**src/rtl/pipe_stage_elastic_pkg.sv**
```systemverilog
`default_nettype none
// ============================================================================
// pipe_stage_elastic_pkg : shared pipeline-stage state encoding and stage widths
// Revision 1.0
// ============================================================================
package pipe_stage_elastic_pkg;

  typedef enum logic [1:0] {
    PIPE_EMPTY = 2'd0,
    PIPE_FULL  = 2'd1,
    PIPE_SKID  = 2'd2
  } pipe_state_e;

  localparam int IF_ID_BITS  = 64;
  localparam int ID_EX_BITS  = 196;
  localparam int EX_MEM_BITS = 137;
  localparam int MEM_WB_BITS = 71;

endpackage
`default_nettype wire

```
**src/rtl/pipe_stage_elastic_if.sv**
```systemverilog
`default_nettype none
// ============================================================================
// pipe_stage_elastic_if : upstream/downstream valid-ready handshake of a stage
// Revision 1.0
// ============================================================================
interface pipe_stage_elastic_if #(
  parameter int N_BITS = 64
);
  logic              in_valid_i;
  logic              in_ready_o;
  logic [N_BITS-1:0] in_data_i;
  logic              out_valid_o;
  logic              out_ready_i;
  logic [N_BITS-1:0] out_data_o;

  modport slave (
    input  in_valid_i, in_data_i, out_ready_i,
    output in_ready_o, out_valid_o, out_data_o
  );

  modport master (
    output in_valid_i, in_data_i, out_ready_i,
    input  in_ready_o, out_valid_o, out_data_o
  );
endinterface
`default_nettype wire

```
**src/rtl/pipe_stage_elastic_sat_counter.sv**
```systemverilog
`default_nettype none
// ============================================================================
// sat_counter : up-counter that sticks at all-ones, clear has priority
// Revision 1.0
// ============================================================================
module sat_counter #(
  parameter int WIDTH = 16
) (
  input  wire logic             clk,
  input  wire logic             reset,
  input  wire logic             clr,
  input  wire logic             inc,
  output logic      [WIDTH-1:0] count
);

  localparam logic [WIDTH-1:0] c_one = {{(WIDTH-1){1'b0}}, 1'b1};

  logic [WIDTH-1:0] r_count;

  always_ff @(posedge clk or negedge reset) begin
    if (!reset) begin
      r_count <= '0;
    end else if (clr) begin
      r_count <= '0;
    end else if (inc && (r_count != {WIDTH{1'b1}})) begin
      r_count <= r_count + c_one;
    end
  end

  assign count = r_count;

endmodule
`default_nettype wire

```
**src/rtl/pipe_stage_elastic.sv**
```systemverilog
`default_nettype none
// ============================================================================
// pipe_stage_elastic : elastic pipeline register with flush, optional skid
//                      buffer and saturating stall counter
// Revision 1.0
// ============================================================================
module pipe_stage_elastic
  import pipe_stage_elastic_pkg::*;
#(
  parameter int N_BITS   = 64,
  parameter int SKID     = 1,
  parameter int CNT_BITS = 16
) (
  input  wire logic                clk,
  input  wire logic                reset,
  input  wire logic                flush_i,
  pipe_stage_elastic_if.slave      bus,
  input  wire logic                cnt_clr_i,
  output logic      [CNT_BITS-1:0] stall_cnt_o
);

  pipe_state_e       r_state;
  pipe_state_e       w_next_state;
  logic [N_BITS-1:0] r_main;
  logic [N_BITS-1:0] w_skid_q;
  logic              w_in_ready;
  logic              w_out_valid;
  logic              w_accept;
  logic              w_emit;
  logic              w_load_main;
  logic              w_main_from_skid;
  logic              w_stall;

  assign w_out_valid = (r_state != PIPE_EMPTY);
  assign w_accept    = bus.in_valid_i & w_in_ready;
  assign w_emit      = w_out_valid & bus.out_ready_i;

  assign bus.out_valid_o = w_out_valid;
  assign bus.out_data_o  = r_main;
  assign bus.in_ready_o  = w_in_ready;

  always_ff @(posedge clk or negedge reset) begin
    if (!reset) begin
      r_state <= PIPE_EMPTY;
    end else begin
      r_state <= w_next_state;
    end
  end

  // Main register only loads on a real accept, so idle X on in_data_i never lands here.
  always_ff @(posedge clk or negedge reset) begin
    if (!reset) begin
      r_main <= '0;
    end else if (flush_i) begin
      r_main <= '0;
    end else if (w_load_main) begin
      r_main <= w_main_from_skid ? w_skid_q : bus.in_data_i;
    end
  end

  generate
    if (SKID != 0) begin : g_skid
      logic [N_BITS-1:0] r_skid;
      logic              r_in_ready;
      logic              w_load_skid;

      always_comb begin
        w_next_state     = r_state;
        w_load_main      = 1'b0;
        w_main_from_skid = 1'b0;
        w_load_skid      = 1'b0;
        if (flush_i) begin
          w_next_state = PIPE_EMPTY;
        end else begin
          case (r_state)
            PIPE_EMPTY: begin
              if (w_accept) begin
                w_next_state = PIPE_FULL;
                w_load_main  = 1'b1;
              end
            end
            PIPE_FULL: begin
              if (w_accept && w_emit) begin
                w_load_main = 1'b1;
              end else if (w_emit) begin
                w_next_state = PIPE_EMPTY;
              end else if (w_accept) begin
                w_next_state = PIPE_SKID;
                w_load_skid  = 1'b1;
              end
            end
            PIPE_SKID: begin
              if (w_emit) begin
                w_next_state     = PIPE_FULL;
                w_load_main      = 1'b1;
                w_main_from_skid = 1'b1;
              end
            end
            default: w_next_state = PIPE_EMPTY;
          endcase
        end
      end

      always_ff @(posedge clk or negedge reset) begin
        if (!reset) begin
          r_skid <= '0;
        end else if (flush_i) begin
          r_skid <= '0;
        end else if (w_load_skid) begin
          r_skid <= bus.in_data_i;
        end
      end

      // Registered from next state so out_ready_i never reaches in_ready_o combinationally.
      always_ff @(posedge clk or negedge reset) begin
        if (!reset) begin
          r_in_ready <= 1'b1;
        end else begin
          r_in_ready <= (w_next_state != PIPE_SKID);
        end
      end

      assign w_in_ready = r_in_ready;
      assign w_skid_q   = r_skid;
    end else begin : g_noskid
      always_comb begin
        w_next_state     = r_state;
        w_load_main      = 1'b0;
        w_main_from_skid = 1'b0;
        if (flush_i) begin
          w_next_state = PIPE_EMPTY;
        end else if (w_accept) begin
          w_next_state = PIPE_FULL;
          w_load_main  = 1'b1;
        end else if (w_emit) begin
          w_next_state = PIPE_EMPTY;
        end
      end

      assign w_in_ready = !w_out_valid | bus.out_ready_i;
      assign w_skid_q   = '0;
    end
  endgenerate

  assign w_stall = w_out_valid & !bus.out_ready_i & !flush_i;

  sat_counter #(
    .WIDTH (CNT_BITS)
  ) u_stall_cnt (
    .clk   (clk),
    .reset (reset),
    .clr   (cnt_clr_i),
    .inc   (w_stall),
    .count (stall_cnt_o)
  );

endmodule
`default_nettype wire

```
**src/flat_wrapper.sv**
```systemverilog
// flat-port wrapper written by rule: the top's interface ports become plain ports
module pipe_stage_elastic_flat import pipe_stage_elastic_pkg::*;
#(
  parameter int N_BITS   = 64,
  parameter int SKID     = 1,
  parameter int CNT_BITS = 16
)
  (clk, reset, flush_i, cnt_clr_i, stall_cnt_o, bus_in_valid_i, bus_in_data_i, bus_out_ready_i, bus_in_ready_o, bus_out_valid_o, bus_out_data_o);
  pipe_stage_elastic_if #(.N_BITS(N_BITS)) bus_i ();
  input  wire logic clk;
  input  wire logic reset;
  input  wire logic flush_i;
  input  wire logic cnt_clr_i;
  output logic      [CNT_BITS-1:0] stall_cnt_o;
  input wire logic [$bits(bus_i.in_valid_i)-1:0] bus_in_valid_i;
  input wire logic [$bits(bus_i.in_data_i)-1:0] bus_in_data_i;
  input wire logic [$bits(bus_i.out_ready_i)-1:0] bus_out_ready_i;
  output wire logic [$bits(bus_i.in_ready_o)-1:0] bus_in_ready_o;
  output wire logic [$bits(bus_i.out_valid_o)-1:0] bus_out_valid_o;
  output wire logic [$bits(bus_i.out_data_o)-1:0] bus_out_data_o;
  assign bus_i.in_valid_i = bus_in_valid_i;
  assign bus_i.in_data_i = bus_in_data_i;
  assign bus_i.out_ready_i = bus_out_ready_i;
  assign bus_in_ready_o = bus_i.in_ready_o;
  assign bus_out_valid_o = bus_i.out_valid_o;
  assign bus_out_data_o = bus_i.out_data_o;
  pipe_stage_elastic #(.N_BITS(N_BITS), .SKID(SKID), .CNT_BITS(CNT_BITS)) u_core (.clk(clk), .reset(reset), .flush_i(flush_i), .bus(bus_i), .cnt_clr_i(cnt_clr_i), .stall_cnt_o(stall_cnt_o));
endmodule
```
**config.mk**
```make
export PLATFORM = sky130hd
export DESIGN_NAME = pipe_stage_elastic_flat
export DESIGN_NICKNAME = d
export VERILOG_FILES = /design/src/rtl/pipe_stage_elastic_pkg.sv /design/src/rtl/pipe_stage_elastic_if.sv /design/src/rtl/pipe_stage_elastic_sat_counter.sv /design/src/rtl/pipe_stage_elastic.sv /design/src/flat_wrapper.sv
export SDC_FILE = /design/constraint.sdc
export NUM_CORES = 1
export LEC_CHECK = 0
export ABC_AREA = 1
export CAP_MARGIN = 20
export CORE_ASPECT_RATIO = 0.9
export CORE_MARGIN = 2
export CORE_UTILIZATION = 35
export CTS_CLUSTER_SIZE = 16
export DETAILED_ROUTE_END_ITERATION = 12
export PLACE_DENSITY = 0.69
export SLEW_MARGIN = 10
export SYNTH_ARGS = -nofsm -noshare
export SYNTH_HDL_FRONTEND = slang
export SYNTH_HIERARCHICAL = 1
export SYNTH_SLANG_ARGS = --single-unit
```
**constraint.sdc**
```tcl
create_clock -name clk -period 1.9 [get_ports clk]
set_clock_uncertainty 0.2 [all_clocks]
set_input_delay 0.38 -clock clk [delete_from_list [all_inputs] [get_ports clk]]
set_output_delay 0.38 -clock clk [all_outputs]
set_load 0.1 [all_outputs]
```
### Yosys cells after proc, flatten, opt, wreduce, memory -nomap -nowiden

Index checks and enable logic that the tools add are counted.
W data, S select, Z words.

| word-level totals | value |
|---|---|
| output and inout bits | 82 |
| bits of input ports | 70 |
| logic and storage cells | 48 |
| flip-flop bits (word level) | 147 |

| cells by class | value |
|---|---|
| reductions and logical operators | 9 |
| add/sub/neg operators | 1 |
| equality and inequality tests | 4 |
| bitwise logic cells | 4 |
| muxes and demuxes | 25 |

Operators with widths:

| operator | number |
|---|---|
| $mux W64 | 5 |
| $mux W16 | 2 |
| $add A16 B1 Y16 const B | 1 |
| $ne A16 B16 Y1 const B | 1 |
| $mux W2 | 6 |
| $mux W1 | 10 |
| $reduce_bool A2 Y1 | 4 |
| $pmux W2 S3 | 1 |
| $and A1 B1 Y1 | 4 |
| $pmux W1 S3 | 1 |
| $eq A2 B1 Y1 const B | 1 |
| $eq A2 B2 Y1 const B | 1 |
| $logic_and A1 B1 Y1 | 2 |
| $logic_not A1 Y1 | 2 |
| $logic_not A2 Y1 | 1 |
| $ne A2 B2 Y1 const B | 1 |

### Longest topological paths before layout

Gate-level depths: netlist of the first run.

| logic depth | value |
|---|---|
| depth in word-level cells | 8 |
| depth in mapped cells | 10 |
| mapped depth without buffers | 9 |

### By module

The synthesis of the first run kept the hierarchy.

By module, submodules not included:

| module | instances | cells each | area an instance (sq um) | seq. area each (sq um) |
|---|---|---|---|---|
| pipe_stage_elastic | 1 | 801 | 6264.8 | 3279.4 |
| sat_counter | 1 | 144 | 1037.2 | 400.4 |

### Worst setup path after synthesis of the first run

OpenSTA, ideal clock, no wires.

| timing | value |
|---|---|
| path kind | reg2reg |
| start | register u_core.u_stall_cnt.r_count[1] (netlist: u_core/u_stall_cnt/count[1]) |
| end | register u_core.u_stall_cnt.r_count[7] (netlist: u_core/u_stall_cnt/count[7]) |
| clock period less this slack | 2.448 ns |
| arrival time | 2.180 ns |
| buffers on the path | 1 |
| required time | 1.633 ns |
| stages on the path, launching flop included | 11 |
| slack | -0.548 ns |
| setup time | 0.067 ns |
| cell sequence | dfrtp_1 -> ha_1 -> nand2_2 -> nor2_4 -> nand2_4 -> o21ai_4 -> nand2_4 -> inv_4 -> buf_12 -> nand2_1 -> nand2_1 |

| between the ends | value |
|---|---|
| cells in the longest elaborated chain, start to end | 3 |
| elaborated cells on any way between the ends | 6 |
| those cells by class | 1 x add/sub; 1 x eq/ne; 2 x mux; 2 x reduce/logical |

Ends and longest elaborated chain:

| item | line | text |
|---|---|---|
| start: declaration | pipe_stage_elastic_sat_counter.sv:18 | `logic [WIDTH-1:0] r_count;` |
| start signal: assignment | pipe_stage_elastic_sat_counter.sv:26 | `r_count <= r_count + c_one;` |
| $add A16 B1 Y16 / $ne A16 B16 Y1 (equally long branches) | pipe_stage_elastic_sat_counter.sv:26, pipe_stage_elastic_sat_counter.sv:25 |  |
| $mux W16 / $logic_and A1 B1 Y1 (equally long branches) | pipe_stage_elastic_sat_counter.sv:25 | `end else if (inc && (r_count != {WIDTH{1'b1}})) begin` |
| $mux W16 / $reduce_bool A2 Y1 (equally long branches) | n/a |  |

Parallel ways exist; a longest one is shown, timed or not. The select of a mux whose other input is x is not followed.
A chain may end at the register's enable or synchronous reset.

### Worst setup path in the final report of the first run

| timing | value |
|---|---|
| start | register u_core.r_state[1] |
| end | output bus_out_valid_o |

| between the ends | value |
|---|---|
| cells in the longest elaborated chain, start to end | 1 |

Ends and longest elaborated chain:

| item | line | text |
|---|---|---|
| start: declaration | pipe_stage_elastic.sv:22 | `pipe_state_e r_state;` |
| start signal: assignment | pipe_stage_elastic.sv:46 | `r_state <= w_next_state;` |
| $reduce_bool A2 Y1 | pipe_stage_elastic.sv:34 | `assign w_out_valid = (r_state != PIPE_EMPTY);` |
| end: declaration | flat_wrapper.sv:19 | `output wire logic [$bits(bus_i.out_valid_o)-1:0] bus_out_valid_o;` |

No other way between the ends.

==> impl_metrics.csv, run 1 <==
group,metric,value,unit
status,status,"finished, final reports clean",
die,rows,50,
worst_setup_path,r2r-end,"u_core/g_skid.r_skid[21]",
worst_setup_path,rrSetupSlack,150,ps
worst_setup_path,critPathMaxFanout,5,
place,placed_area,0.0101,mm²
clock_tree,clk_path_buf_depth,2,
timing,hold_violations,0,
finish,drive_above_1_share,0.176,
global_routing,grt_max_degree,60,
worst_setup_path,worstRegToRegCells,7,
die,die-area,0.0220,mm²
global_routing,grt_pass1_vias,6851,
synthesis,syn_area_per_cell,7.73,µm²
timing,grt_setup_unrepaired,"no",
drt,drtPass1Iterations,8,
global_routing,grt_antenna_before_repair,2,
place,routabilityCongestion,0.800,
worst_setup_path,rr_startpoint,"u_core/bus.in_ready_o",
worst_setup_path,endpoint_kind,"output port",
timing,final.period_utilization,0.969,
finish,syn2layout_area_growth,46.6,%
flow_run,cap_violations,0,
worst_setup_path,start_kind,"flip-flop",
global_routing,grtUsageMet2,0.318,
global_routing,grt_pass1_wl,35600,µm
clock_tree,clk_pin_slew,60,ps
power_and_ir_drop,leakage,5.42,nW
global_routing,use_met3,0.0501,
drt,wl_per_cell,15.7,µm
clock_tree,cts.sinks,147,
worst_setup_path,worstPathRequired,1320,ps
clock_tree,cts_root_buf,"clkbuf_16",
finish,postLayoutCellArea,0.0107,mm²
synthesis,syn-instance-count,945,
power_and_ir_drop,power.density,851,mW/mm²
timing,finalCriticalPeriod,1840,ps
drt,drcViolationCount,0,
synthesis,syn-cell-area,0.00730,mm²
min_path,hold_class,"input pin to asynchronous set/reset pin",
synthesis,syn_nets,1016,
drt,detail-route-antenna-nets,0,
finish,utilization,0.519,
finish,num-nets-final,1160,
drt,drt_wl_total,21400,µm
global_routing,grt_usage,0.201,
clock_tree,htree_levels,4,
place,place_hpwl,14000,µm
die,core,0.0206,mm²
synthesis,synth-main-ff-cell,"dfrtp_1",
synthesis,yosys_warnings,6,
synthesis,ys_ff_latch,147,
drt,vias,6986,
global_routing,grt_busiest_layer,"met2",
clock_tree,cts_tree,"built",
die,ioPinCount,152,
synthesis,yosysUniqueCellTypes,29,
timing,slew_viol_final,0,
global_routing,grtUsageMet1,0.279,
worst_setup_path,crit_type,"flip-flop to output port",
drt,via_per_inst,5.13,
timing,max_freq,543,MHz
synthesis,synth.yosys.seq_area_share,0.504,
timing,max_slew_margin,0.728,
drt,first_iter_violations,468,
clock_tree,ctsResizeCount,0,
place,io_buffers,151,
synthesis,synth_edf_count,0,
global_routing,grt.overflow.total,0,
clock_tree,worstSkewPairLatency,410,ps
worst_setup_path,crit_arrival,1260,ps
synthesis,async_flop_share,1.00,
die,die_h,141,µm
timing,tightest_slew,405,ps
clock_tree,numCtsBuffers,17,
die,start_util,0.354,
power_and_ir_drop,ir_drop,0.582,mV
die,dieWidth,156,µm
timing,setup_violations,0,
-- worst max-delay path by stage --
stage,end,slack (ps),from,depth (start not counted)
final,bus_out_valid_o,60,u_core/r_state[1],3
after global placement,u_core/u_stall_cnt/count[15],-150,bus_out_ready_i,10
after global routing,bus_out_valid_o,6,u_core/r_state[1],3
after CTS,bus_out_valid_o,40,u_core/r_state[1],3
after floorplan,u_core/u_stall_cnt/count[2],-30,u_core/u_stall_cnt/count[1],10
after detailed placement,u_core/u_stall_cnt/count[0],-150,flush_i,8
-- cells in the final DEF, fill, tap and decap left out, types with 8 or more instances in the layout --
master / n
inv_1: 14
nand4_1: 41
dfrtp_2: 14
nor2_1: 16
clkdlybuf4s50_1: 68
nand3_1: 206
buf_12: 95
nand2_1: 411
clkbuf_16: 17
dfrtp_1: 130
nor2_4: 8
buf_4: 28
-- critical path, cell delays in order (launching register included) --
cell and delay (ps):
dfrtp_1 460, nor2_1 140, inv_1 80, buf_12 160
-- sequential cells by signal, summed over array words and instances, names as in the netlist --
register                  count
u_core/r_state                2
u_core/g_skid.r_skid         64
u_core/u_stall_cnt/count     16
u_core/bus.in_ready_o         1
u_core/bus.out_data_o        64
-- area by class of cell --
class	count	area, µm²
clock buffer	23	468
sequential	147	3710
multi-input combinational	710	3210
antenna	1	2.50
timing repair buffer	193	2810
inverter	20	80.1
clock inverter	8	104
tap	260	325
fill	1910	9940
-- per-stage QoR --
stage	std cells	setup TNS (ps)	hold slack [ps]	total power (W)	worst slack (ps)
2_1_floorplan	945	-316	-116	0.00479	-35.0
3_3_place_gp	1329	-9590	62.3	0.00584	-146
3_5_place_dp	1329	-12720	64.7	0.00585	-146
4_1_cts	1361	0	187	0.00922	38.1
5_1_grt	1361	0	205	0.00947	6.02
6_report	1362	0	201	0.00911	59.4
-- cells by family (layout without fill, tap and decap cells) --
group	count (synthesis)	after routing	synth area share
simple gates	692	692	0.416
flops	147	147	0.504
buf+inv	88	244	0.0619
compound gates	12	12	0.0110
xor+xnor	5	5	0.00600
fa+ha+maj	1	1	0.00171
other cells	0	1	0
-- repair_timing --
action / 4_1_cts / 5_1_grt
endpoints found under the hold margin: 145 / 0
hold buffers: 1 / 0
setup buffers: 0 / 0
-- where the power goes --
part / switching, W / total, W / internal [W]
Combinational: 0.00152 / 0.00234 / 0.000814
Sequential: 0.000170 / 0.00346 / 0.00329
Clock: 0.00131 / 0.00331 / 0.00200
Total: 0.00301 / 0.00911 / 0.00610
-- metal layers --
metal  vias to the layer above  share of wire  wire length, µm
met5                         -        0.00061               13
li1                       3375              -                -
met2                       231           0.47            10000
met1                      3364           0.46             9800
met3                        14          0.060             1290
met4                         2         0.0095              203
-- synth_stat cells (3+ instances only) --
| master | number | share of area |
|---|---|---|
| nand2_1 | 412 | 0.21 |
| nand3_1 | 206 | 0.14 |
| nand4_1 | 41 | 0.035 |
| buf_1 | 6 | 0.0031 |
| nand2_2 | 5 | 0.0043 |
| dfrtp_1 | 146 | 0.50 |
| clkbuf_1 | 13 | 0.0067 |
| inv_2 | 5 | 0.0026 |
| nor2_4 | 5 | 0.0077 |
| o21ai_0 | 6 | 0.0041 |
| nor2_2 | 3 | 0.0026 |
| buf_4 | 17 | 0.017 |
| xor2_1 | 3 | 0.0036 |
| inv_1 | 14 | 0.0072 |
| nor2_1 | 16 | 0.0082 |
| buf_2 | 31 | 0.021 |
No activity file was read; power rests on OpenSTA's default activity.
==> run 2: changes to the inputs <==
--- a/config.mk
+++ b/config.mk
@@ -7,12 +7,15 @@
 export LEC_CHECK = 0
 export ABC_AREA = 1
 export CAP_MARGIN = 20
+export CELL_PAD_IN_SITES_DETAIL_PLACEMENT = 1
+export CELL_PAD_IN_SITES_GLOBAL_PLACEMENT = 1
 export CORE_ASPECT_RATIO = 0.9
 export CORE_MARGIN = 2
 export CORE_UTILIZATION = 35
 export CTS_CLUSTER_SIZE = 16
 export DETAILED_ROUTE_END_ITERATION = 12
-export PLACE_DENSITY = 0.69
+export GPL_TIMING_DRIVEN = 0
+export PLACE_DENSITY = 0.87
 export SLEW_MARGIN = 10
 export SYNTH_ARGS = -nofsm -noshare
 export SYNTH_HDL_FRONTEND = slang
==> run 2 against run 1 <==
Net effect: design area decreased by 10%; via count increased by 5.3%; non-clock buffer count increased by 38; combinational power decreased by 14%; hold slack improved by 110 ps; sequential cell count unchanged; cell count increased by 2.9%; wire length increased by 16%; worst setup slack got worse by 20 ps; sequential power decreased by 2%; critical endpoint is now bus_in_ready_o.
==> impl_metrics.csv, run 2 (synthesis gave the netlist of run 1 again) <==
group,metric,value,unit
power_and_ir_drop,ir_drop,0.514,mV
place,place_hpwl,17000,µm
worst_setup_path,endpoint,"bus_in_ready_o",
worst_setup_path,crit_type,"flip-flop to output port",
global_routing,grt_pass1_vias,7493,
finish,final_cell_mix,"nand2_1, nand3_1, dfrtp_1",
timing,grt_setup_unrepaired,"yes",
drt,wl_met1,11500,µm
clock_tree,numCtsBuffers,17,
status,status,"finished, final reports clean",
die,dieWidth,156,µm
place,routabilityCongestion,0.772,
worst_setup_path,cp-startpoint,"u_core/bus.in_ready_o",
die,die-area,0.0220,mm²
drt,wl_per_cell,17.7,µm
worst_setup_path,worstPathRequired,1320,ps
min_path,holdPathStages,2,
timing,tightest_slew,688,ps
clock_tree,htree_levels,4,
worst_setup_path,slowest_delay,630,ps
timing,max_freq,537,MHz
finish,drive_above_1_share,0.199,
power_and_ir_drop,intPower,0.00553,W
clock_tree,clk_pin_slew,70,ps
finish,nFillCells,2571,
worst_setup_path,endpoint_kind,"output port",
finish,syn2layout_area_growth,31.3,%
worst_setup_path,rrSetupSlack,80,ps
finish,postLayoutCellArea,0.00959,mm²
power_and_ir_drop,finalPower,0.00860,W
global_routing,grt_pass1_wl,40100,µm
drt,drt_wl_total,24800,µm
timing,max_slew_margin,0.541,
timing,final.period_utilization,0.979,
worst_setup_path,r2r-end,"u_core/g_skid.r_skid[41]",
worst_setup_path,cp_slowest_cell,"dfstp_4",
worst_setup_path,rr_startpoint,"u_core/bus.in_ready_o",
power_and_ir_drop,swShare,0.357,
finish,multi_input_area,0.00323,mm²
power_and_ir_drop,comb_power_share,0.235,
finish,layout_commonest_cell,"nand2_1",
drt,drtPass1Iterations,5,
die,ioPinCount,152,
global_routing,grt_antenna_before_repair,1,
drt,routed.top_layer,"met4",
drt,via_per_inst,5.25,
worst_setup_path,critPathMaxFanout,3,
drt,first_iter_violations,400,
place,io_buffers,151,
power_and_ir_drop,power.density,896,mW/mm²
place,placed_area,0.00923,mm²
clock_tree,cts_root_buf,"clkbuf_16",
worst_setup_path,worstRegToRegCells,7,
timing,slew_viol_final,0,
clock_tree,clk_path_buf_depth,2,
flow_run,cap_violations,0,
power_and_ir_drop,leakage,5.23,nW
die,start_util,0.354,
power_and_ir_drop,switchingPower,0.00307,W
die,core,0.0206,mm²
min_path,hold_class,"flip-flop to flip-flop",
global_routing,grt_usage,0.231,
finish,seqCellArea,0.00371,mm²
timing,setup_violations,0,
timing,finalCriticalPeriod,1860,ps
clock_tree,cts_tree,"built",
die,rows,50,
clock_tree,worstSkewPairLatency,420,ps
timing,timing.hold.ws,309,ps
power_and_ir_drop,power_frac_seq,0.394,
min_path,min_from,"u_core/bus.out_data_o[49]",
worst_setup_path,start_kind,"flip-flop",
global_routing,grt_max_degree,87,
worst_setup_path,timing.critical_path.buf_inv,1,
drt,detail-route-antenna-nets,0,
power_and_ir_drop,clock_power_share,0.371,
finish,num-nets-final,1198,
drt,drcViolationCount,0,
drt,wl_met3,927,µm
worst_setup_path,crit_chain,"buf_6",
worst_setup_path,path_depth,1,
worst_setup_path,critPathTopFamily,"flip-flops",
timing,hold_violations,0,
die,die_h,141,µm
clock_tree,cts.sinks,147,
drt,vias,7354,
global_routing,grt.overflow.total,0,
drt,met2RoutedLength,11900,µm
worst_setup_path,crit_arrival,1280,ps
-- run 2: cell count changes in the layout (fill, tap and decap cells not counted), sizes merged, moves of 2 or more --
cell,previous run,this run
buf,124,131
clkinv,2,5
inv,20,22
clkbuf,23,50
-- run 2: final cells by class --
| type | count | share of cell area |
|---|---|---|
| Sequential cell | 147 | 0.387 |
| Multi-Input combinational cell | 710 | 0.337 |
| Timing Repair Buffer | 163 | 0.132 |
| Buffer | 68 | 0.0453 |
| Clock buffer | 19 | 0.0451 |
| Tap cell | 260 | 0.0339 |
| Clock inverter | 13 | 0.0115 |
| Inverter | 20 | 0.00809 |
| Antenna cell | 1 | 0.000261 |
-- run 2: power by group through the flow --
stage / combinational [W] / clock (W) / sequential, W
after CTS: 0.00199 / 0.00326 / 0.00339
after global placement: 0.00203 / 0 / 0.00344
after global routing: 0.00213 / 0.00341 / 0.00341
after detailed placement: 0.00207 / 0 / 0.00344
final: 0.00202 / 0.00319 / 0.00339
after floorplan: 0.000493 / 0 / 0.00430
-- run 2: layer usage --
metal	GRT usage	vias up
met3	0.0301	33
met4	0.0845	0
met1	0.320	3680
met5	0	-
li1	-	3457
met2	0.370	184
-- run 2: through the flow --
step | setup TNS, ps | util | std cells | setup WS [ps]
final | 0 | 0.464 | 1401 | 39.2
after global routing | -155 | 0.464 | 1401 | -23.5
after CTS | -21.9 | 0.457 | 1393 | -13.1
after detailed placement | -74120 | 0.447 | 1357 | -696
after global placement | -951100 | 0.445 | 1356 | -7010
after floorplan | -316 | - | 945 | -35.0
-- run 2: worst min path at each step --
| stage | to | slack [ps] |
|---|---|---|
| 2_1_floorplan | u_core/bus.out_data_o[0] | -120 |
| 3_3_place_gp | u_core/g_skid.r_skid[52] | 290 |
| 3_5_place_dp | u_core/bus.out_data_o[49] | 230 |
| 4_1_cts | u_core/g_skid.r_skid[43] | 310 |
| 5_1_grt | u_core/g_skid.r_skid[43] | 320 |
| 6_report | u_core/bus.out_data_o[49] | 310 |
-- run 2: timing repair --
action | CTS | global route
setup endpoints to repair | 168 | 144
hold buffers | 1 | 0
resized for setup | 424 | 38
endpoints found under the hold margin | 84 | 0
buffers inserted | 3 | 7
pin swaps | 1 | 4
